### config.mk
export PLATFORM = sky130hd
export DESIGN_NAME = p18_sprite_position_tx
export DESIGN_NICKNAME = d
export VERILOG_FILES = /design/src/rtl/p18_pkg.sv /design/src/rtl/p18_serial_lane.sv /design/src/rtl/p18_sprite_position_tx.sv
export SDC_FILE = /design/constraint.sdc
export NUM_CORES = 1
export LEC_CHECK = 0
export CORE_MARGIN = 2
export CORE_UTILIZATION = 30
export DETAILED_ROUTE_END_ITERATION = 8
export GPL_TIMING_DRIVEN = 1
export HOLD_SLACK_MARGIN = 0.15
export PLACE_DENSITY = 0.54
export SLEW_MARGIN = 20
export SYNTH_ARGS = -nofsm -noshare
export SYNTH_HDL_FRONTEND = slang
export SYNTH_SLANG_ARGS = --single-unit
### constraint.sdc
create_clock -name clk -period 1.5 [get_ports clk]
set_input_delay 0.225 -clock clk [delete_from_list [all_inputs] [get_ports clk]]
set_output_delay 0.225 -clock clk [all_outputs]
set_load 0.02 [all_outputs]
### src/rtl/p18_pkg.sv
// ---------------------------------------------------------------------------
// p18_pkg
// Shared definitions for the sprite-position serial load transmitter.
//   tx_state_t   : transmitter FSM states
//   COORD_WIDTH  : width of one sprite coordinate
//   phase_width  : width of the per-bit phase counter for a given bit period
// ---------------------------------------------------------------------------
package p18_pkg;

    localparam int COORD_WIDTH = 8;

    typedef enum logic [1:0] {
        IDLE,
        WAIT_FRAME,
        SHIFT
    } tx_state_t;

    // A bit period of 1 still needs a one-bit counter so the logic stays
    // uniform; it simply never leaves zero.
    function automatic int phase_width(input int period);
        return (period > 1) ? $clog2(period) : 1;
    endfunction

endpackage

### src/rtl/p18_serial_lane.sv
// ---------------------------------------------------------------------------
// p18_serial_lane
// One serial channel (X or Y) of the sprite-position transmitter: an 8-bit
// shift register sent MSB-first with a gated shift strobe.
//   clk, reset  : clock, asynchronous active-high reset
//   load        : capture load_value into the shift register
//   load_value  : coordinate to send
//   advance     : shift the register left by one (end of a bit period)
//   en          : channel enable that applies to the coming cycle
//   emit        : the coming cycle belongs to the SHIFT phase of a transfer
//   strobe      : the coming cycle is the first phase of a bit
//   shift       : registered shift strobe to the movement block
//   data        : registered serial data (MSB of the shift register)
// ---------------------------------------------------------------------------
module p18_serial_lane
    import p18_pkg::*;
(
    input  logic                   clk,
    input  logic                   reset,
    input  logic                   load,
    input  logic [COORD_WIDTH-1:0] load_value,
    input  logic                   advance,
    input  logic                   en,
    input  logic                   emit,
    input  logic                   strobe,
    output logic                   shift,
    output logic                   data
);

    logic [COORD_WIDTH-1:0] sreg;
    logic [COORD_WIDTH-1:0] sreg_next;

    always_comb begin
        sreg_next = sreg;
        if (load) begin
            sreg_next = load_value;
        end else if (advance) begin
            sreg_next = {sreg[COORD_WIDTH-2:0], 1'b0};
        end
    end

    // The outputs are computed from next-cycle values so that they are
    // flops yet line up with the cycle the FSM is actually in.
    always_ff @(posedge clk or posedge reset) begin
        if (reset) begin
            sreg  <= '0;
            shift <= 1'b0;
            data  <= 1'b0;
        end else begin
            sreg  <= sreg_next;
            shift <= emit & en & strobe;
            data  <= emit & en & sreg_next[COORD_WIDTH-1];
        end
    end

endmodule

### src/rtl/p18_sprite_position_tx.sv
// ---------------------------------------------------------------------------
// p18_sprite_position_tx
// Transmitter for the sprite-position serial load channel. Takes an X/Y
// coordinate pair over valid/ready and serializes it MSB-first onto the
// shift/data line pairs of the sprite movement block, optionally waiting for
// the frame tick so a movement step never lands inside a load.
//   Parameters: BIT_PERIOD (cycles per bit, >=1),
//               SYNC_TO_FRAME (1 = first bit waits for next_frame)
//   clk, reset          : clock, asynchronous active-high reset
//   next_frame          : one-cycle frame-completed pulse
//   req_valid/req_ready : request handshake (ready only in IDLE)
//   req_x, req_y        : coordinates to load
//   req_en_x, req_en_y  : per-channel send enables
//   shift_x, data_x     : X channel strobe and serial data
//   shift_y, data_y     : Y channel strobe and serial data
//   busy                : high outside IDLE
//   done                : one-cycle pulse on return to IDLE
// ---------------------------------------------------------------------------
module p18_sprite_position_tx
    import p18_pkg::*;
#(
    parameter int BIT_PERIOD    = 1,
    parameter bit SYNC_TO_FRAME = 1'b1
) (
    input  logic                   clk,
    input  logic                   reset,
    input  logic                   next_frame,
    input  logic                   req_valid,
    output logic                   req_ready,
    input  logic [COORD_WIDTH-1:0] req_x,
    input  logic [COORD_WIDTH-1:0] req_y,
    input  logic                   req_en_x,
    input  logic                   req_en_y,
    output logic                   shift_x,
    output logic                   data_x,
    output logic                   shift_y,
    output logic                   data_y,
    output logic                   busy,
    output logic                   done
);

    localparam int              PW         = phase_width(BIT_PERIOD);
    localparam logic [PW-1:0]   LAST_PHASE = PW'(BIT_PERIOD - 1);

    tx_state_t     state;
    logic [PW-1:0] phase;
    logic [2:0]    bit_cnt;
    logic          en_x;
    logic          en_y;

    logic          accept;
    logic          load;
    logic          advance;
    logic          last_bit;
    logic          emit;
    logic          strobe;
    logic          lane_en_x;
    logic          lane_en_y;

    assign req_ready = (state == IDLE);
    assign busy      = (state != IDLE);

    // Control decode shared by the FSM and both lanes. 'emit' and 'strobe'
    // describe the next cycle so the lanes can register their outputs.
    always_comb begin
        accept    = (state == IDLE) && req_valid;
        load      = accept;
        advance   = (state == SHIFT) && (phase == LAST_PHASE);
        last_bit  = advance && (bit_cnt == 3'd7);
        emit      = ((state == SHIFT) && !last_bit) ||
                    (accept && !SYNC_TO_FRAME) ||
                    ((state == WAIT_FRAME) && next_frame);
        strobe    = (state != SHIFT) || (phase == LAST_PHASE);
        lane_en_x = load ? req_en_x : en_x;
        lane_en_y = load ? req_en_y : en_y;
    end

    // Transfer FSM with the shared phase/bit counters. next_frame only
    // matters in WAIT_FRAME, so a pulse in the accept cycle or mid-shift is
    // ignored naturally.
    always_ff @(posedge clk or posedge reset) begin
        if (reset) begin
            state   <= IDLE;
            phase   <= '0;
            bit_cnt <= '0;
            en_x    <= 1'b0;
            en_y    <= 1'b0;
            done    <= 1'b0;
        end else begin
            done <= 1'b0;
            case (state)
                IDLE: begin
                    if (req_valid) begin
                        en_x    <= req_en_x;
                        en_y    <= req_en_y;
                        phase   <= '0;
                        bit_cnt <= '0;
                        state   <= SYNC_TO_FRAME ? WAIT_FRAME : SHIFT;
                    end
                end
                WAIT_FRAME: begin
                    if (next_frame) begin
                        state <= SHIFT;
                    end
                end
                SHIFT: begin
                    if (phase == LAST_PHASE) begin
                        phase <= '0;
                        if (bit_cnt == 3'd7) begin
                            bit_cnt <= '0;
                            state   <= IDLE;
                            done    <= 1'b1;
                        end else begin
                            bit_cnt <= bit_cnt + 3'd1;
                        end
                    end else begin
                        phase <= phase + 1'b1;
                    end
                end
                default: begin
                    state <= IDLE;
                end
            endcase
        end
    end

    p18_serial_lane u_lane_x (
        .clk        (clk),
        .reset      (reset),
        .load       (load),
        .load_value (req_x),
        .advance    (advance),
        .en         (lane_en_x),
        .emit       (emit),
        .strobe     (strobe),
        .shift      (shift_x),
        .data       (data_x)
    );

    p18_serial_lane u_lane_y (
        .clk        (clk),
        .reset      (reset),
        .load       (load),
        .load_value (req_y),
        .advance    (advance),
        .en         (lane_en_y),
        .emit       (emit),
        .strobe     (strobe),
        .shift      (shift_y),
        .data       (data_y)
    );

endmodule
# --- Word level (Yosys, flattened, before mapping) ---
# Cells that the tools add are included.
classes:
  n_mux: 21
  n_lt_le_gt_ge: 0
  eq_ne: 8
  n_div: 0
  n_addsub: 2
  n_shift: 0
  bitwise: 7
  n_reduce_logical: 16
  n_mul: 0
op_table:
  columns: ["cell", "count"]
  rows:
  - ["8-bit 2-to-1 mux", 4]
  - ["3-bit 2-to-1 mux", 3]
  - ["2-bit 2-to-1 mux", 4]
  - ["2-bit != test, second input constant", 4]
  - ["1-bit 2-to-1 mux", 7]
  - ["1-bit AND", 6]
  - ["2-bit one-hot mux with 3 select lines", 1]
  - ["3-bit one-hot mux with 2 select lines", 1]
  - ["2-bit nonzero test", 3]
  - ["1-bit logical AND", 5]
  - ["2-bit AND reduction", 2]
  - ["4-bit AND reduction", 1]
  - ["3-bit by 1-bit adder with 3-bit output, second input constant", 1]
  - ["3-bit equality test, second input constant", 1]
  - ["3-bit AND reduction", 1]
  - ["2-bit by 1-bit equality test with 1-bit output, second input constant", 1]
  - ["2-bit equality test, second input constant", 1]
  - ["2-bit logical NOT", 1]
  - ["1-bit logical OR", 2]
  - ["2-bit by 1-bit != test with 1-bit output, second input constant", 1]
  - ["1-bit one-hot mux with 2 select lines", 1]
  - ["1-bit adder, second input constant", 1]
  - ["1-bit logical NOT", 1]
  - ["1-bit NOT", 1]
word_totals:
  mem_bits_rw: 0
  output_inout_bits: 7
  input_bits: 22
  reg_bits: 29
  latch_bits: 0
  mem_count: 0
  mem_bits_ro: 0
  elab_cells: 68

# --- Logic depth before layout (Yosys ltp) ---
depth:
  word_depth: 8
  mapped_depth: 6
  ltp_nobuf: 4

# --- By module ---
# From an unflattened synthesis, not the netlist that was laid out.
hier_totals:
  hier_cells: 111
  hier_area_um2: 1267.5
modules_own_cells:
  columns: ["mod", "instances", "area_each_um2", "seq_area_each_um2", "cells_each"]
  rows:
  - ["p18_serial_lane", 2, 442.9, 250.2, 40]
  - ["p18_sprite_position_tx", 1, 381.6, 200.2, 31]

# --- Worst setup path after synthesis ---
# OpenSTA, ideal clock, no wires.
synth_path:
  path_kind: "reg2reg"
  from: "reg state[0]"
  to: "reg u_lane_y.shift"
  required_ns: 1.371
  path_stages_with_launch: 6
  path_slack_ns: 0.158
  arrival_time_ns: 1.213
  period_less_slack_ns: 1.342
  path_buffers: 2
  setup_time_ns: 0.129
  path_cell_list: "dfrtp_1 buf_4 nor3b_4 buf_6 mux2i_1 nor2_1"
synth_via:
  elab_chain_len: 8
  elab_cells_between_ends: 15
  classes_between: "eq/ne (3); mux (1); bitwise (2); reduce/logical (9)"
synth_rtl:
  columns: ["element", "line", "text"]
  rows:
  - ["start, declared", "p18_sprite_position_tx.sv:45", "tx_state_t state;"]
  - ["start signal, assigned", "p18_sprite_position_tx.sv:98", "state <= SYNC_TO_FRAME ? WAIT_FRAME : SHIFT;"]
  - ["2-bit equality test", "p18_sprite_position_tx.sv:68, p18_sprite_position_tx.sv:70", null]
  - ["1-bit logical AND", "p18_sprite_position_tx.sv:68", "advance = (state == SHIFT) && (phase == LAST_PHASE);"]
  - ["1-bit logical AND", "p18_sprite_position_tx.sv:69", "last_bit = advance && (bit_cnt == 3'd7);"]
  - ["1-bit logical NOT", "p18_sprite_position_tx.sv:70", "emit = ((state == SHIFT) && !last_bit) ||"]
  - ["1-bit logical AND", "p18_sprite_position_tx.sv:70", null]
  - ["1-bit logical OR", "p18_sprite_position_tx.sv:71", "(accept && !SYNC_TO_FRAME) ||"]
  - ["1-bit AND", "p18_serial_lane.sv:51", "shift <= emit & en & strobe;"]
  - ["1-bit AND *", "p18_serial_lane.sv:51", null]
  - ["end signal, assigned", "p18_serial_lane.sv:51", null]
  - ["end, declared", "p18_serial_lane.sv:26", "output logic shift,"]
# Mark *: on every way between the ends. The rest lies on a longest branch, timed or not.
# A chain may end at the register's enable or synchronous reset.

# --- Worst setup path in the final report ---
layout_path:
  from: "reg u_lane_y.data"
  to: "out data_y"
layout_lines:
  columns: ["element", "line", "text"]
  rows:
  - ["start, declared", "p18_serial_lane.sv:27", "output logic data"]
  - ["start signal, assigned", "p18_serial_lane.sv:52", "data <= emit & en & sreg_next[COORD_WIDTH-1];"]
  - ["end, declared", "p18_sprite_position_tx.sv:37", "output logic data_y,"]
# No word-level cell between the ends.

==> flow_results.org <==
** Finish
- Relative to the synthesized area, the layout overhead comes to 35.38%.
- Net count reported at finish :: 178
- For this run, the number of standard cells in the final layout without fillers is 203.
- Antenna cells :: 0
- For this run, the share of the core covered by cells in the final layout is 41.71%.
- Share of layout cells above drive strength 1 :: 9.804%

** Global route
- Total gr overflow :: 0
- Pin count of the biggest net entering global routing :: 29
- The first global-routing pass estimated 4.222 mm of wire.
- The number of antenna violations at the first check in global routing is 0.
- Overall global routing resource usage :: 12.26%
- Via count of the first global-routing pass :: 958

** Worst setup path
- The number of buffers and inverters on the critical path is 1.
- For the worst setup path, the data arrival time is 1210 ps.
- Cell class contributing the biggest share of worst-path delay :: buffers and inverters
- The critical path goes through clkdlybuf4s50_1.
- CP max stage delay :: 590 ps
- CP required :: 1270 ps
- STA classifies the critical path startpoint as a flop.
- Worst Setup End Kind :: output pin
- In this run the worst path has a maximum fanout of 1.
- Worst path slowest cell :: sky130_fd_sc_hd__clkdlybuf4s50_1
- By startpoint and endpoint, the worst setup path is classified as reg2out.

** Clock tree
- TritonCTS Buffers :: 3
- TritonCTS built the clock tree.
- # clock sinks :: 28
- CTS built an H-tree with a depth of 1.
- After clock tree synthesis, the clock-pin slew on the worst setup and hold paths is 100 ps.
- Clock Latency Late Sink :: 280 ps
- Hold repair after CTS inserted 0 buffers.
- Clk buf depth :: 2
- CTS Root Cell :: sky130_fd_sc_hd__clkbuf_8

** Placed design
- The HPWL after detailed placement is 1.746 mm.
- Number of port buffers :: 28
- Counting tap cells, the placed design contains a total of 199 instances.
- Weighted congestion at the end of routability-driven global placement :: 0.7871

** STA
- Measured against its own limit, the worst slew margin works out to 76.14%.
- For the final routed database, the setup TNS stands at 0 ps.
- Setup repair after global routing left no endpoint under its margin.
- The final number of max-transition violations is 0.
- Between clock sinks in the finished design, the worst skew comes to 3.004 ps.
- The clock period could shrink to 1433 ps.
- Number of failing setup endpoints in the final timing report :: 0
- Endpoints failing hold :: 0
- Timing-limited maximum frequency :: 697.9 MHz
- Share of the cycle needed by the critical path after routing :: 95.53%
- For the pin with the worst max-slew slack, the measured transition is 357.9 ps.

** Logic synthesis
- Syn avg cell area :: 10.28 sq um
- Count of state elements after synthesis :: 28
- After synthesis, flip-flops and latches occupy 57.26% of the total area.
- Yosys mapped a number of flops with a built-in enable equal to 0.
- Number of nets produced by synthesis :: 143
- Post-synthesis async set-or-reset flop share :: 100.0%
- Yosys printed 0 warnings.
- Cell Area, Synth :: 1224 sq um
- For this run, the leading register cell type out of synthesis is sky130_fd_sc_hd__dfrtp_1.
- Synthesis instantiated 22 different standard cells from the library.
- Cell count after synthesis :: 119

** Detailed routing
- The routed design has 2.449 mm of wire.
- Per-cell routed wire length :: 12.06 um
- After the first detailed-routing iteration, the DRC count stood at 68.
- For this block, the via count after detailed routing is 918.
- After detailed routing, the number of vias per cell comes to 4.522.
- DRC violation count after routing :: 0
- Number of iterations in the first detailed-routing pass :: 4
- Post-route ant nets :: 0

** Floorplan
- The core region is 3971 sq um.
- The die is 67.87 um wide.
- Standard-cell rows :: 23
- The die covers 4606 sq um.
- Pin placement for this block handled 29 I/O pins.
- In this run the vertical extent of the chip is 67.87 um.
- Once the floorplan was initialized, standard cells occupied 30.81% of the core.

** Power
- Power density over cell area :: 1784 nW/um^2
- In this run the static leakage power is 0.7924 nW.
- Total power after layout :: 2.956 mW
- VDD sags by at most 0.0005192 V.

** Min path
- Worst hold-check path type :: in2async

** Run
- Across the run, the number of max-cap violations was 0.

** Status
- Result of the run :: complete, no violations
-- cell families (layout without fill, tap and decap cells) --
group	Yosys count	in the layout	share of synthesized area [%]
AO/OA/AOI/OAI	25	25	15.03
adder cells (fa/ha/maj)	2	2	2.045
buffers and inverters	13	47	5.623
flip-flops	28	28	57.26
multiplexers	3	3	2.454
AND/OR/NAND/NOR	48	48	17.59
-- layout by cell type (no fill, tap or decap), types with 3 or more instances in the layout --
master / n
sky130_fd_sc_hd__nand2_1: 36
sky130_fd_sc_hd__nor2_1: 4
sky130_fd_sc_hd__clkdlybuf4s50_1: 26
sky130_fd_sc_hd__mux2i_1: 3
sky130_fd_sc_hd__inv_1: 6
sky130_fd_sc_hd__clkbuf_8: 3
sky130_fd_sc_hd__dfrtp_1: 28
sky130_fd_sc_hd__o21ai_0: 4
sky130_fd_sc_hd__a22oi_1: 14
sky130_fd_sc_hd__buf_4: 9
sky130_fd_sc_hd__nand2b_1: 3
-- report_power, final --
part / switching (mW) / internal, mW
Sequential: 0.152 / 1.07
Combinational: 0.629 / 0.505
Clock: 0.242 / 0.358
-- metal layers --
layer	wire, um	vias up	track usage (%)
met3	151	5	2.138
li1	-	466	-
met5	0	-	0
met4	40	0	5.250
met1	1164	412	16.58
met2	1092	35	19.36
-- worst register-to-register path: stages, from the launching register on --
cell and delay, ps:
sky130_fd_sc_hd__dfrtp_1 410, sky130_fd_sc_hd__ha_1 210, sky130_fd_sc_hd__ha_1 210, sky130_fd_sc_hd__o22a_1 290
sky130_fd_sc_hd__a211oi_1 190
-- flip-flops by register name, summed over array words and instances, names as in the netlist --
name	count
u_lane_x.data	1
state	2
u_lane_x.shift	1
bit_cnt	3
en_y	1
u_lane_y.data	1
en_x	1
done	1
u_lane_y.shift	1
u_lane_x.sreg	8
u_lane_y.sreg	8
-- layout make-up --
class | instances | area (sq um)
Multi-Input combinational cell | 78 | 454.2
Sequential cell | 28 | 700.7
Tap cell | 50 | 62.56
Fill cell | 394 | 2315
Clock buffer | 3 | 41.29
Inverter | 6 | 22.52
Timing Repair Buffer | 37 | 345.3
Clock inverter | 1 | 30.03
-- Yosys cell counts, types with 2 or more instances --
master                     instances  share of area (%)
sky130_fd_sc_hd__ha_1              2                2.0
sky130_fd_sc_hd__buf_4             2                1.2
sky130_fd_sc_hd__inv_1             6                1.8
sky130_fd_sc_hd__buf_2             4                1.6
sky130_fd_sc_hd__o21ai_0           4                1.6
sky130_fd_sc_hd__mux2i_1           3                2.5
sky130_fd_sc_hd__nor2_1            4                1.2
sky130_fd_sc_hd__nand2_1          36                 11
sky130_fd_sc_hd__a22oi_1          14                8.6
sky130_fd_sc_hd__dfrtp_1          28                 57
sky130_fd_sc_hd__nand2b_1          3                1.5
sky130_fd_sc_hd__a21o_1            2                1.2
sky130_fd_sc_hd__nand3b_1          2                1.2
-- through the flow --
stage               hold slack (ps)  instance area (sq um)  setup slack (ps)
floorplan                     290.4                   1224             157.7
global placement              459.2                   1588            -18.57
detailed placement            467.7                   1588            -52.85
CTS                           309.3                   1657             49.37
global route                  348.8                   1657             1.166
finish                        293.5                   1657             67.06
-- worst paths after layout --
kind / slack, ps / start / endpoint / depth (start not counted)
max in group asynchronous: 940 / reset / en_x / 3
max: 70 / u_lane_y.data / data_y / 1
min: 290 / reset / u_lane_y.sreg[3] / 3
min reg2reg: 490 / u_lane_x.sreg[3] / u_lane_x.sreg[3] / 2
min in group clk: 490 / u_lane_x.sreg[3] / u_lane_x.sreg[3] / 2
max reg2reg: 110 / bit_cnt[0] / u_lane_x.data / 4
-- repair_timing --
| action | CTS | global route |
|---|---|---|
| gates resized for setup | 2 | 0 |
| setup endpoints to repair | 2 | 0 |
| buffers inserted | 0 | 0 |
No activity file was read; power rests on OpenSTA's default activity.
